<file path="src/rtl/kconv_pkg.sv">
// Shared types and constants for the kernel convolver: FSM state encoding,
// pixel type, accumulator width and the output saturation helper.
package kconv_pkg;

  typedef enum logic [1:0] {
    ST_IDLE,
    ST_MAC,
    ST_DIV,
    ST_OUT
  } kconv_state_e;

  typedef logic [7:0] pixel_t;

  localparam int unsigned ACC_W     = 32;
  localparam int unsigned DIV_STEPS = 32;

  function automatic pixel_t sat_pixel(input logic [ACC_W-1:0] q);
    return (q > ACC_W'(255)) ? 8'hFF : q[7:0];
  endfunction

endpackage

</file>
<file path="src/rtl/kconv_divider.sv">
// Unsigned restoring divider: operands captured on start, one quotient bit per
// cycle for DIV_STEPS cycles, done pulses for one cycle with quotient valid.
module kconv_divider
  import kconv_pkg::*;
(
  input  logic             clk,
  input  logic             n_rst,
  input  logic             start,
  input  logic [ACC_W-1:0] dividend,
  input  logic [ACC_W-1:0] divisor,
  output logic             done,
  output logic [ACC_W-1:0] quotient
);

  localparam int unsigned CNT_W = $clog2(DIV_STEPS);

  logic [ACC_W-1:0] rem_q, quo_q, dvs_q;
  logic [ACC_W-1:0] rem_d, quo_d;
  logic [ACC_W:0]   shifted;
  logic [CNT_W-1:0] step_cnt_q;
  logic             active_q, done_q;

  // quo_q doubles as the dividend shift register; quotient bits enter at the LSB
  always_comb begin
    shifted = {rem_q, quo_q[ACC_W-1]};
    rem_d   = shifted[ACC_W-1:0];
    quo_d   = {quo_q[ACC_W-2:0], 1'b0};
    if (shifted >= {1'b0, dvs_q}) begin
      rem_d    = ACC_W'(shifted - {1'b0, dvs_q});
      quo_d[0] = 1'b1;
    end
  end

  always_ff @(posedge clk or negedge n_rst) begin
    if (!n_rst) begin
      rem_q      <= '0;
      quo_q      <= '0;
      dvs_q      <= '0;
      step_cnt_q <= '0;
      active_q   <= 1'b0;
      done_q     <= 1'b0;
    end else begin
      done_q <= 1'b0;
      if (start) begin
        rem_q      <= '0;
        quo_q      <= dividend;
        dvs_q      <= divisor;
        step_cnt_q <= '0;
        active_q   <= 1'b1;
      end else if (active_q) begin
        rem_q      <= rem_d;
        quo_q      <= quo_d;
        step_cnt_q <= step_cnt_q + CNT_W'(1);
        if (step_cnt_q == CNT_W'(DIV_STEPS - 1)) begin
          active_q <= 1'b0;
          done_q   <= 1'b1;
        end
      end
    end
  end

  assign done     = done_q;
  assign quotient = quo_q;

endmodule

</file>
<file path="src/rtl/kernel_convolver.sv">
// Sequential N x N kernel convolver with normalizing divide and saturation.
// Optional KCONV_ROUND_EN: round-to-nearest by adding sum/2 before dividing.
module kernel_convolver
  import kconv_pkg::*;
#(
  parameter int MAX_KERNAL = 7
) (
  input  logic                                     clk,
  input  logic                                     n_rst,
  input  logic                                     kernel_load,
  input  logic [$clog2(MAX_KERNAL)-1:0]            kernel_size,
  input  logic [MAX_KERNAL-1:0][MAX_KERNAL-1:0][7:0] kernel,
  input  logic [ACC_W-1:0]                         sum,
  input  logic                                     win_valid,
  output logic                                     win_ready,
  input  logic [MAX_KERNAL-1:0][MAX_KERNAL-1:0][7:0] window,
  output logic                                     out_valid,
  input  logic                                     out_ready,
  output logic [7:0]                               out_pixel,
  output logic                                     busy,
  output logic                                     err_zero_sum
);

  localparam int unsigned KSW = $clog2(MAX_KERNAL);
  localparam int unsigned NW  = $clog2(MAX_KERNAL + 1);

  typedef logic [MAX_KERNAL-1:0][MAX_KERNAL-1:0][7:0] kmat_t;

  kconv_state_e state_q, state_d;

  kmat_t            sh_kernel_q, k_q, win_q;
  logic [ACC_W-1:0] sh_sum_q, sum_q, acc_q;
  logic [KSW-1:0]   sh_size_q;
  logic [NW-1:0]    n_q, x_q, y_q, n_last;
  logic [5:0]       div_cnt_q;
  pixel_t           out_pixel_q;
  logic             err_q;

  logic [15:0]      prod;
  logic [ACC_W-1:0] acc_next, dividend, div_quot;
  logic             accept, mac_last, sum_zero, out_fire, div_start, div_done;

  function automatic logic [NW-1:0] clamp_n(input logic [KSW-1:0] s);
    logic [31:0] sw;
    sw = 32'(s);
    if (sw == '0) return NW'(1);
    if (sw > 32'(MAX_KERNAL)) return NW'(MAX_KERNAL);
    return NW'(s);
  endfunction

  assign accept   = win_valid && win_ready;
  assign prod     = k_q[x_q][y_q] * win_q[x_q][y_q];
  assign acc_next = acc_q + ACC_W'(prod);
  assign n_last   = n_q - NW'(1);
  assign mac_last = (x_q == n_last) && (y_q == n_last);
  assign sum_zero = (sum_q == '0);
  assign out_fire = (state_q == ST_DIV) && (state_d == ST_OUT);

  // The final product is folded in combinationally so division starts on the last MAC edge
`ifdef KCONV_ROUND_EN
  assign dividend = acc_next + (sum_q >> 1);
`else
  assign dividend = acc_next;
`endif

  assign div_start = (state_q == ST_MAC) && mac_last && !sum_zero;

  kconv_divider u_div (
    .clk      (clk),
    .n_rst    (n_rst),
    .start    (div_start),
    .dividend (dividend),
    .divisor  (sum_q),
    .done     (div_done),
    .quotient (div_quot)
  );

  always_ff @(posedge clk or negedge n_rst) begin
    if (!n_rst) state_q <= ST_IDLE;
    else        state_q <= state_d;
  end

  // A zero divisor never starts the divider; the DIV cycle count keeps timing identical
  always_comb begin
    state_d = state_q;
    unique case (state_q)
      ST_IDLE: if (win_valid) state_d = ST_MAC;
      ST_MAC:  if (mac_last) state_d = ST_DIV;
      ST_DIV:  if (sum_zero ? (div_cnt_q == 6'(DIV_STEPS)) : div_done) state_d = ST_OUT;
      ST_OUT:  if (out_ready) state_d = ST_IDLE;
      default: state_d = ST_IDLE;
    endcase
  end

  always_comb begin
    win_ready = (state_q == ST_IDLE);
    busy      = (state_q != ST_IDLE);
    out_valid = (state_q == ST_OUT);
  end

  always_ff @(posedge clk or negedge n_rst) begin
    if (!n_rst) begin
      sh_kernel_q <= '0;
      sh_sum_q    <= '0;
      sh_size_q   <= '0;
      k_q         <= '0;
      sum_q       <= '0;
      n_q         <= '0;
      win_q       <= '0;
      acc_q       <= '0;
      x_q         <= '0;
      y_q         <= '0;
      div_cnt_q   <= '0;
      out_pixel_q <= '0;
      err_q       <= 1'b0;
    end else begin
      if (kernel_load) begin
        sh_kernel_q <= kernel;
        sh_sum_q    <= sum;
        sh_size_q   <= kernel_size;
      end

      // A load coinciding with acceptance bypasses the shadow
      if (accept) begin
        k_q   <= kernel_load ? kernel : sh_kernel_q;
        sum_q <= kernel_load ? sum : sh_sum_q;
        n_q   <= clamp_n(kernel_load ? kernel_size : sh_size_q);
        win_q <= window;
        acc_q <= '0;
        x_q   <= '0;
        y_q   <= '0;
      end else if (state_q == ST_MAC) begin
        acc_q <= acc_next;
        if (x_q == n_last) begin
          x_q <= '0;
          y_q <= y_q + NW'(1);
        end else begin
          x_q <= x_q + NW'(1);
        end
      end

      div_cnt_q <= (state_q == ST_DIV) ? div_cnt_q + 6'd1 : '0;

      if (out_fire) out_pixel_q <= sum_zero ? 8'hFF : sat_pixel(div_quot);

      if (out_fire && sum_zero)             err_q <= 1'b1;
      else if (kernel_load && sum != '0)    err_q <= 1'b0;
    end
  end

  assign out_pixel    = out_pixel_q;
  assign err_zero_sum = err_q;

endmodule

</file>
<file path="config.mk">
export PLATFORM = sky130hd
export DESIGN_NAME = kernel_convolver
export DESIGN_NICKNAME = d
export VERILOG_FILES = /design/src/rtl/kconv_pkg.sv /design/src/rtl/kconv_divider.sv /design/src/rtl/kernel_convolver.sv
export SDC_FILE = /design/constraint.sdc
export NUM_CORES = 2
export LEC_CHECK = 0
export CORE_MARGIN = 8
export CORE_UTILIZATION = 45
export DETAILED_ROUTE_END_ITERATION = 6
export GPL_ROUTABILITY_DRIVEN = 0
export MAX_ROUTING_LAYER = met4
export PLACE_DENSITY_LB_ADDON = 0.1
export SLEW_MARGIN = 20
export SYNTH_ARGS = -nofsm -noshare
export SYNTH_HDL_FRONTEND = slang
export SYNTH_SLANG_ARGS = --single-unit
</file>
<file path="constraint.sdc">
create_clock -name clk -period 17.9 [get_ports clk]
set_input_delay 3.58 -clock clk [delete_from_list [all_inputs] [get_ports clk]]
set_output_delay 3.58 -clock clk [all_outputs]
set_load 0.03 [all_outputs]
</file>
==> results_dict.tcl <==
set metrics [dict create \
    fp.dieW_um 395 \
    final_nets 6522 \
    use_met1 0.376 \
    antenna_found_initial 100 \
    grt_max_degree 178 \
    cp.arrival_ps 9600 \
    startpoint_type "register" \
    hold_path_class "reg -> reg" \
    clock-sinks 1404 \
    clk_path_buf_depth 3 \
    worst_pin_slew_ps 1240 \
    drive_above_1_share 0.303 \
    grt_pass1_vias 44400 \
    grt_use_met3 0.0720 \
    numCtsBuffers 156 \
    synth_edf_count 0 \
    h-tree-depth 4 \
    grt_overflow 0 \
    cp_common_cell "fa_1" \
    setup-violations-final 0 \
    synth.most_common_cell "dfrtp_1" \
    ys_async_sr_fraction 1.00 \
    via_per_inst 5.54 \
    ioPinCount 836 \
    cts_resized 0 \
    holdPathStages 1 \
    cp_data_required_time_ps 18570 \
    crit_fanout 61 \
    num_vias 42500 \
    yosys_warnings 0 \
    grt_usage 0.276 \
    drc 0 \
    clock_skew_ps 40.1 \
    synth_top_area_cell "dfrtp_1" \
    synthCells 4823 \
    grtUsageMet2 0.413 \
    synthFlopType "dfrtp_1" \
    hold_viol 0 \
    setup_ws_ps 8970 \
    clock_latency_ps 790 \
    rows 139 \
    status "completed" \
    io_buffers 835 \
    period_minus_slack_ps 8930 \
    nFillCells 11900 \
    dp_hpwl_um 159000 \
    dr.first_iter.drc_count 3134 \
    areaGrowthSynthToFinish_pct 23.7 \
    pre_cts_ws_ps 9070 \
    cap_violations 0 \
    synthTopCellsByArea "dfrtp_1 54%, mux2_2 22%, mux4_2 4.5%" \
    cts_tree "done" \
    postRouteWirelength_um 213000 \
    synth.distinct_cells 71 \
    ctsHoldBuffers 0 \
    first_pass_iters 5 \
    postRouteAntennaNets 0 \
    post_cts_buffers 0 \
    yosys.area.top_type_share 0.543 \
    rsz0062_at_grt "no" \
    syn-cell-area_um2 64700 \
    r2r_cells 24 \
    synth.avg_cell_area_um2 13.4 \
    ys_ff_latch 1404 \
    coreArea_um2 143000 \
    timing.fmax_mhz 112 \
    synth_common_cells "1404 x dfrtp_1, 1241 x mux2_2, 220 x clkbuf_1, 214 x nor2_1, 201 x nand2_1" \
    grt_pass1_wl_um 311000 \
    wl_per_cell_um 27.8 \
    finalSetupTns_ps 0 \
    clk_pin_slew_ps 60 \
    slew_headroom 0.172 \
    path_cells "buf_4 -> buf_4 -> buf_4 -> mux4_2 -> mux4_2 -> nor2_1 -> a311oi_1 -> a21oi_1 -> nor2_1 -> fa_1 -> fa_1 -> fa_1 -> inv_1 -> fa_1 -> inv_1 -> ha_1 -> o21ai_0 -> nand2b_1 -> a21oi_1 -> a211oi_1 -> o211a_1 -> nand4_1 -> or3_1 -> o21ai_0" \
    cts-root-buf "clkbuf_16" \
    criticalPathCategory "reg -> reg" \
    finalCritPeriodShare 0.499 \
    report.final.slew_viol_count 0 \
    ys_seq_area_frac 0.543 \
    cp_slowest_cell "dfrtp_4" \
    fp.dieH_um 395 \
    grt.busiest_layer "met2" \
    initial_core_util 0.452 \
    critical-path-max-stage-delay_ps 780 \
    crit_path_end_kind "register" \
    mappedNetlistNets 5778 \
    die_area_um2 156000 \
]
## layout by cell type (no fill, tap or decap), types with 22 or more instances in the layout
| cell type | count |
|---|---|
| fa_1 | 51 |
| mux4_2 | 128 |
| clkbuf_1 | 35 |
| a31oi_1 | 27 |
| clkinv_2 | 22 |
| mux2i_1 | 147 |
| o211ai_1 | 70 |
| or2_2 | 22 |
| ha_1 | 80 |
| nor4_1 | 24 |
| dfrtp_1 | 1398 |
| xor2_1 | 35 |
| mux2_2 | 1241 |
| a211o_1 | 22 |
| a21oi_1 | 194 |
| a211oi_1 | 42 |
| nand3_1 | 24 |
| buf_4 | 55 |
| clkdlybuf4s50_1 | 833 |
| inv_1 | 156 |
| clkbuf_8 | 37 |
| clkbuf_16 | 158 |
| xnor2_1 | 25 |
| nand2_1 | 201 |
| diode_2 | 77 |
| o21ai_0 | 171 |
| nor2_1 | 214 |
## state kept, by name (all words and copies together), names as in the netlist
name and flops:
u_div.step_cnt_q 5, div_cnt_q 6, out_pixel 8, u_div.quotient 32, err_zero_sum 1, u_div.active_q 1
sum_q 32, acc_q 32, u_div.dvs_q 32, y_q 3, u_div.done 1, state_q 2
u_div.rem_q 32, win_q 392, sh_sum_q 32, sh_kernel_q 392, k_q 392, sh_size_q 3
n_q 3, x_q 3
## worst max-delay path: cells and delay by family (launching register included)
family | cells | cell delay, ps
AOI/OAI and AO/OA | 7 | 1750
adders and majority gates | 5 | 2340
buffers and inverters | 5 | 1950
DFF | 1 | 780
muxes | 2 | 890
and+or+nand+nor | 5 | 980
## final timing paths
kind | startpoint | end | slack [ps]
hold reg to reg | div_cnt_q[0] | div_cnt_q[0] | 480
setup / recovery | x_q[1] | acc_q[31] | 8970
min in group asynchronous | n_rst | win_q[255] | 2700
hold / removal | div_cnt_q[0] | div_cnt_q[0] | 480
setup reg to reg | x_q[1] | acc_q[31] | 8970
max in group asynchronous | n_rst | win_q[75] | 11920
## area by class of cell
type                    count  area, µm²  area share
well taps                1903       2380      0.0298
multi-input cells        2952      27600       0.345
clock inverters            46        564     0.00705
diodes                     77        193     0.00241
repair buffers            897       8930       0.112
clock buffers             230       4590      0.0574
inverters                 156        586     0.00732
flip-flops and latches   1404      35200       0.439
## cells by family (layout without fill, tap and decap cells)
| kind of cell | Yosys count | count (layout) | synth area share |
|---|---|---|---|
| xor gates and xnor gates | 60 | 60 | 0.00812 |
| muxes | 1516 | 1516 | 0.283 |
| AOI/OAI and AO/OA | 647 | 647 | 0.0621 |
| other | 0 | 77 | 0 |
| DFF | 1404 | 1404 | 0.543 |
| and+or+nand+nor | 598 | 598 | 0.0417 |
| adders and majority gates | 131 | 131 | 0.0313 |
| buffers and inverters | 467 | 1329 | 0.0303 |
## per-stage QoR
| stage | instances | instance area (µm²) | hold WS [ps] | util |
|---|---|---|---|---|
| after floorplan | 4823 | 64700 | 450 | - |
| after global placement | 7310 | 74600 | 475 | 0.521 |
| after detailed placement | 7311 | 74600 | 476 | 0.521 |
| after CTS | 7587 | 79800 | 486 | 0.557 |
| after global routing | 7657 | 80000 | 502 | 0.559 |
| final | 7665 | 80000 | 483 | 0.559 |
## routing by layer
layer	vias up	wire (µm)
met5	-	0
met4	0	5020
met3	241	14800
met2	1286	97300
met1	22000	95900
li1	18900	-
Power is not shown: default switching activity piles up to over one toggle a cycle in this logic, so the estimate is an artifact.
